$ cat src/rtl/pipeline_exec_controller.sv
// Execution/debug sequencer for the 5-stage pipeline: owns the global freeze,
// runs RUN/STEP/HALT/DUMP commands, drains on end of program and streams the register bank.
`timescale 1ns/1ps

module pipeline_exec_controller #(
    parameter int NB_DATA      = 32,
    parameter int NB_ADDR      = 5,
    parameter int N_REGS       = 32,
    parameter int DRAIN_CYCLES = 4,
    parameter int NB_CYC       = 32
) (
    input  logic               i_clk,
    input  logic               i_reset,
    input  logic               i_cmd_valid,
    input  logic [1:0]         i_cmd,
    output logic               o_cmd_ready,
    input  logic               i_end_of_program,
    output logic               o_halt,
    output logic               o_program_done,
    output logic               o_dbg_reg_sel,
    output logic [NB_ADDR-1:0] o_dbg_reg_addr,
    input  logic [NB_DATA-1:0] i_dbg_reg_data,
    output logic               o_dump_valid,
    input  logic               i_dump_ready,
    output logic [NB_DATA-1:0] o_dump_data,
    output logic               o_dump_last,
    output logic [NB_CYC-1:0]  o_cycle_count,
    output logic [2:0]         o_dbg_state
);

    localparam logic [1:0] CMD_RUN  = 2'd0;
    localparam logic [1:0] CMD_STEP = 2'd1;
    localparam logic [1:0] CMD_HALT = 2'd2;
    localparam logic [1:0] CMD_DUMP = 2'd3;

    localparam int NB_DRAIN = (DRAIN_CYCLES > 1) ? $clog2(DRAIN_CYCLES) : 1;
    localparam logic [NB_DRAIN-1:0] DRAIN_INIT = NB_DRAIN'(DRAIN_CYCLES - 1);
    localparam logic [NB_ADDR-1:0]  LAST_IDX   = NB_ADDR'(N_REGS - 1);

    typedef enum logic [2:0] {
        IDLE     = 3'd0,
        RUN      = 3'd1,
        STEP     = 3'd2,
        DRAIN    = 3'd3,
        DONE     = 3'd4,
        DUMP_RD  = 3'd5,
        DUMP_OUT = 3'd6
    } state_t;

    state_t              state;
    state_t              ret_state;
    logic [NB_DRAIN-1:0] drain_cnt;
    logic [NB_ADDR-1:0]  dump_idx;
    logic                cmd_fire;

    // Both ports use valid/ready: a transfer happens on a rising edge where valid && ready;
    // once raised, the sender holds valid and its payload unchanged until that edge.
    assign cmd_fire       = i_cmd_valid && o_cmd_ready;
    assign o_dbg_reg_addr = dump_idx;
    assign o_dbg_state    = state;

    always_ff @(posedge i_clk or posedge i_reset) begin
        if (i_reset) begin
            state          <= IDLE;
            ret_state      <= IDLE;
            drain_cnt      <= '0;
            dump_idx       <= '0;
            o_cmd_ready    <= 1'b1;
            o_halt         <= 1'b1;
            o_program_done <= 1'b0;
            o_dbg_reg_sel  <= 1'b0;
            o_dump_valid   <= 1'b0;
            o_dump_data    <= '0;
            o_dump_last    <= 1'b0;
            o_cycle_count  <= '0;
        end else begin
            case (state)
                IDLE: begin
                    if (cmd_fire) begin
                        case (i_cmd)
                            CMD_RUN: begin
                                state  <= RUN;
                                o_halt <= 1'b0;
                            end
                            CMD_STEP: begin
                                state       <= STEP;
                                o_halt      <= 1'b0;
                                o_cmd_ready <= 1'b0;
                            end
                            CMD_DUMP: begin
                                state         <= DUMP_RD;
                                ret_state     <= IDLE;
                                dump_idx      <= '0;
                                o_dbg_reg_sel <= 1'b1;
                                o_cmd_ready   <= 1'b0;
                            end
                            default: ;
                        endcase
                    end
                end

                RUN: begin
                    o_cycle_count <= o_cycle_count + NB_CYC'(1);
                    // The HALT opcode in ID wins: older instructions must still retire.
                    if (i_end_of_program) begin
                        state       <= DRAIN;
                        drain_cnt   <= DRAIN_INIT;
                        o_cmd_ready <= 1'b0;
                    end else if (cmd_fire && i_cmd == CMD_HALT) begin
                        state  <= IDLE;
                        o_halt <= 1'b1;
                    end
                end

                STEP: begin
                    o_cycle_count <= o_cycle_count + NB_CYC'(1);
                    if (i_end_of_program) begin
                        state     <= DRAIN;
                        drain_cnt <= DRAIN_INIT;
                    end else begin
                        state       <= IDLE;
                        o_halt      <= 1'b1;
                        o_cmd_ready <= 1'b1;
                    end
                end

                DRAIN: begin
                    o_cycle_count <= o_cycle_count + NB_CYC'(1);
                    if (drain_cnt == '0) begin
                        state          <= DONE;
                        o_halt         <= 1'b1;
                        o_program_done <= 1'b1;
                        o_cmd_ready    <= 1'b1;
                    end else begin
                        drain_cnt <= drain_cnt - NB_DRAIN'(1);
                    end
                end

                DONE: begin
                    if (cmd_fire && i_cmd == CMD_DUMP) begin
                        state         <= DUMP_RD;
                        ret_state     <= DONE;
                        dump_idx      <= '0;
                        o_dbg_reg_sel <= 1'b1;
                        o_cmd_ready   <= 1'b0;
                    end
                end

                // The bank read is combinational, so the word is captured one cycle after the address.
                DUMP_RD: begin
                    state        <= DUMP_OUT;
                    o_dump_data  <= i_dbg_reg_data;
                    o_dump_valid <= 1'b1;
                    o_dump_last  <= (dump_idx == LAST_IDX);
                end

                DUMP_OUT: begin
                    if (i_dump_ready) begin
                        o_dump_valid <= 1'b0;
                        if (o_dump_last) begin
                            state         <= ret_state;
                            o_dump_last   <= 1'b0;
                            o_dbg_reg_sel <= 1'b0;
                            dump_idx      <= '0;
                            o_cmd_ready   <= 1'b1;
                        end else begin
                            state    <= DUMP_RD;
                            dump_idx <= dump_idx + NB_ADDR'(1);
                        end
                    end
                end

                default: begin
                    state       <= IDLE;
                    o_halt      <= 1'b1;
                    o_cmd_ready <= 1'b1;
                end
            endcase
        end
    end

endmodule

$ cat config.mk
export PLATFORM = sky130hd
export DESIGN_NAME = pipeline_exec_controller
export DESIGN_NICKNAME = d
export VERILOG_FILES = /design/src/rtl/pipeline_exec_controller.sv
export SDC_FILE = /design/constraint.sdc
export NUM_CORES = 1
export LEC_CHECK = 0
export ABC_AREA = 1
export BUFFER_PORTS_ARGS = -buffer_cell sky130_fd_sc_hd__buf_2
export CAP_MARGIN = 10
export CORE_MARGIN = 1
export CORE_UTILIZATION = 57
export CTS_CLUSTER_DIAMETER = 30
export DETAILED_ROUTE_END_ITERATION = 12
export PLACE_DENSITY = 0.91
export SLEW_MARGIN = 40
export SYNTH_ARGS = -nofsm -noshare
export SYNTH_HDL_FRONTEND = slang
export SYNTH_SLANG_ARGS = --single-unit
$ cat constraint.sdc
create_clock -name i_clk -period 6.65 [get_ports i_clk]
set_clock_uncertainty 0.15 [all_clocks]
set_input_delay 0.665 -clock i_clk [delete_from_list [all_inputs] [get_ports i_clk]]
set_output_delay 0.665 -clock i_clk [all_outputs]
set_load 0.02 [all_outputs]
==> impl_metrics.csv <==
group,metric,value,unit
status,status,"completed",
timing,max_slew_margin,52.2,%
yosys,synth_area_per_cell,9.10,um^2
pwr,p_switching,863,uW
timing,setup_slack,4.44,ns
timing,clock.fmax,452,MHz
cells_and_area,stdcell_count,703,
yosys,async_flop_share,100,%
cells_and_area,syn2layout_area_growth,19.6,%
pwr,comb_power_share,43.9,%
setup_path,path_cells,"buf_2",
cells_and_area,nNetsFinal,642,
pwr,peakVddDrop,279,uV
setup_path,crit_path_end_kind,"output pin",
die,die_w,89.5,um
clock_tree,cts_buffer_depth,2,
placement,portBuffers,116,
pwr,clock_power_share,19.2,%
drt,final_antenna_net_count,0,
drt,drtIter0Drc,261,
die,start_util,59.6,%
pwr,switching_share,40.8,%
yosys,ys_seq_elements,81,
timing,final-max-slew-violation-count,0,
yosys,yosys_warnings,0,
setup_path,critPathRequiredTime,5.83,ns
drt,drt_wl_total,9820,um
pwr,p_seq_share,36.9,%
setup_path,cp_slowest_cell,"dfrtp_1",
placement,place_ws,4.65,ns
setup_path,cp_max_fo,14,
clock_tree,cts_hold_buf,0,
clock_tree,cts_setup_buffers,0,
pwr,internal_power,1.25,mW
setup_path,critPathKind,"flip-flop to output pin",
clock_tree,cts-root-buf,"clkbuf_8",
drt,drt-pass1-iter-count,6,
cells_and_area,multiInputGateArea,2060,um^2
timing,fin_crit_sh,33.2,%
global_routing,grt_use_total,25.6,%
yosys,ys_seq_area_share,46.5,%
clock_tree,htreeDepth,3,
yosys,synth_edf_count,0,
die,die_area,8020,um^2
yosys,synth_top_area_share,45.3,%
setup_path,crit_arrival,1.40,ns
clock_tree,cts_inserted_buffers,9,
yosys,netlist_instances,480,
cells_and_area,antennaDiodeCount,0,
clock_tree,path_clk_slew,0.08,ns
timing,setup_viol,0,
global_routing,grt_max_degree,82,
setup_path,r2r_start,"o_dbg_state[2]",
yosys,syn_area,4370,um^2
die,core,7330,um^2
pwr,p_per_area,405,nW/um^2
clock_tree,clkLatencyLatePin,0.35,ns
setup_path,crit_start,"o_dbg_state[2]",
cells_and_area,fillers,548,
placement,dpl.hpwl,7380,um
placement,gp_congestion,0.914,
setup_path,max_stage_delay,0.77,ns
yosys,yosysUniqueCellTypes,35,
pwr,leakagePower,2.80,nW
yosys,yosys.area.top_type,"dfrtp_1",
timing,fin_tns_setup,0,ns
yosys,ys.flop_type,"dfrtp_1",
timing,worstMarginPinSlew,0.717,ns
die,num_rows,31,
setup_path,start_kind,"flip-flop",
setup_path,cpLargestDelayFamily,"flip-flops",
placement,placed_cells,687,
flow_run,drv_cap,0,
setup_path,path_buf_inv,1,
global_routing,grt_overflow,0,
timing,fin_crit,2.21,ns
timing,rsz0062_at_grt,"no",
clock_tree,tritoncts,"built",
drt,vias,3650,
cells_and_area,seq_area,2030,um^2
drt,wire_per_inst,14.0,um
drt,viasPerCell,5.19,
yosys,ys_top_cells_by_area,"dfrtp_1 45%, nand2_1 11%, mux2_4 9.3%, nand3_1 5.0%, inv_1 4.0%",
die,die_y,89.5,um
timing,hold_viol_final,0,
cells_and_area,drive_above_1_share,32.8,%
die,io_pins,117,
clock_tree,cts_resized,0,
global_routing,grt_pass1_wl,15600,um
yosys,syn-num-nets,523,
worst_hold_path,hold_path.class,"flip-flop to flip-flop",
worst_hold_path,min_from,"o_halt",
clock_tree,cts_sinks,81,
drt,drc,0,
global_routing,grt_pass1_vias,3413,
global_routing,antenna_found_initial,0,
-- state kept, by name, indices dropped and copies added, names as in the netlist --
name and count:
o_dbg_reg_addr 5, o_dbg_reg_sel 1, o_program_done 1, o_dump_last 1, o_dump_data 32, o_dbg_state 3, o_dump_valid 1, drain_cnt 2
o_cycle_count 32, o_cmd_ready 1, o_halt 1, ret_state 1
-- power by group through the flow --
| stage | combinational (mW) | sequential [mW] | clock, mW |
|---|---|---|---|
| floorplan | 0.567 | 0.921 | 0 |
| global route | 1.01 | 0.803 | 0.433 |
| global placement | 0.908 | 0.781 | 0 |
| detailed placement | 0.933 | 0.786 | 0 |
| CTS | 0.934 | 0.783 | 0.409 |
| finish | 0.930 | 0.781 | 0.406 |
-- layout make-up --
cell class | instances | area share (%)
Clock buffer | 11 | 2.71
Tap cell | 99 | 2.37
Clock inverter | 5 | 1.65
Inverter | 50 | 3.67
Sequential cell | 81 | 38.9
Timing Repair Buffer | 117 | 11.3
Multi-Input combinational cell | 340 | 39.4
-- final timing paths --
kind / to / slack, ns / cells past startpoint
setup / recovery: o_dbg_state[2] / 4.44 / 1
hold / removal: o_halt / 0.31 / 2
setup reg to reg: o_dbg_reg_addr[1] / 4.60 / 7
hold reg to reg: o_halt / 0.31 / 2
max in group asynchronous: o_dbg_reg_sel / 5.50 / 3
min in group asynchronous: o_dump_data[23] / 0.33 / 3
-- per-stage QoR --
step | power (mW) | util [%] | hold slack [ns] | instance area, um^2
6_report | 2.12 | 71.2 | 0.312 | 5220
5_1_grt | 2.24 | 71.2 | 0.323 | 5220
4_1_cts | 2.13 | 71.2 | 0.317 | 5220
3_5_place_dp | 1.72 | 68.1 | 0.308 | 4990
3_3_place_gp | 1.69 | 68.1 | 0.298 | 4990
2_1_floorplan | 1.49 | - | 0.290 | 4370
-- synth_stat cells, types with 2 or more instances --
cell	n
nand2_1	132
dfrtp_1	79
inv_1	47
nor2_1	47
nand3_1	44
mux2_4	27
nand4_1	18
nor2_2	10
xor2_1	8
buf_6	7
nand3b_1	7
xnor2_1	6
mux2_2	5
nor2_4	5
ha_1	4
nand3_2	4
nor3_1	3
o21ai_0	3
a21oi_1	2
and2_1	2
dfstp_2	2
inv_2	2
nand2_2	2
nor2_8	2
o21bai_1	2
-- cell usage in the layout, fill, tap and decap left out, drive strengths merged --
cell and count:
xnor2 6, a21boi 1, nand3 48, clkbuf 11
a21oi 2, nor2 64, ha 4, and2 2
nand2 136, inv 50, nand3b 7, dfstp 2
nor3 4, bufinv 2, buf 117, clkinv 3
nand4 20, o21ai 4, dfrtp 79, xor2 8
mux2 32, o21bai 2
-- kinds of logic (layout without fill, tap and decap cells) --
kind of cell	after synthesis	count (layout)	synth area share (%)
xor gates and xnor gates	14	14	2.81
buffers and inverters	59	183	6.42
AOI/OAI and AO/OA	9	9	1.20
adders and majority gates	4	4	1.15
and+or+nand+nor	281	281	31.4
muxes	32	32	10.6
DFF	81	81	46.5
-- worst reg2reg max path, cell delays in order (launching register included) --
cell and delay [ns]:
dfrtp_1 0.77, inv_2 0.27, nand3_1 0.21, inv_1 0.09, nor2_4 0.19, nand3_2 0.14, nand2_1 0.09, nand2_1 0.05
-- layer usage --
metal	vias up	share of wire [%]	track usage, %
met2	151	48	42.6
met3	21	7.3	6.00
met5	-	0	0
met1	1696	43	32.6
li1	1782	-	-
met4	0	1.8	9.52
Power figures use the tool's default switching activity.
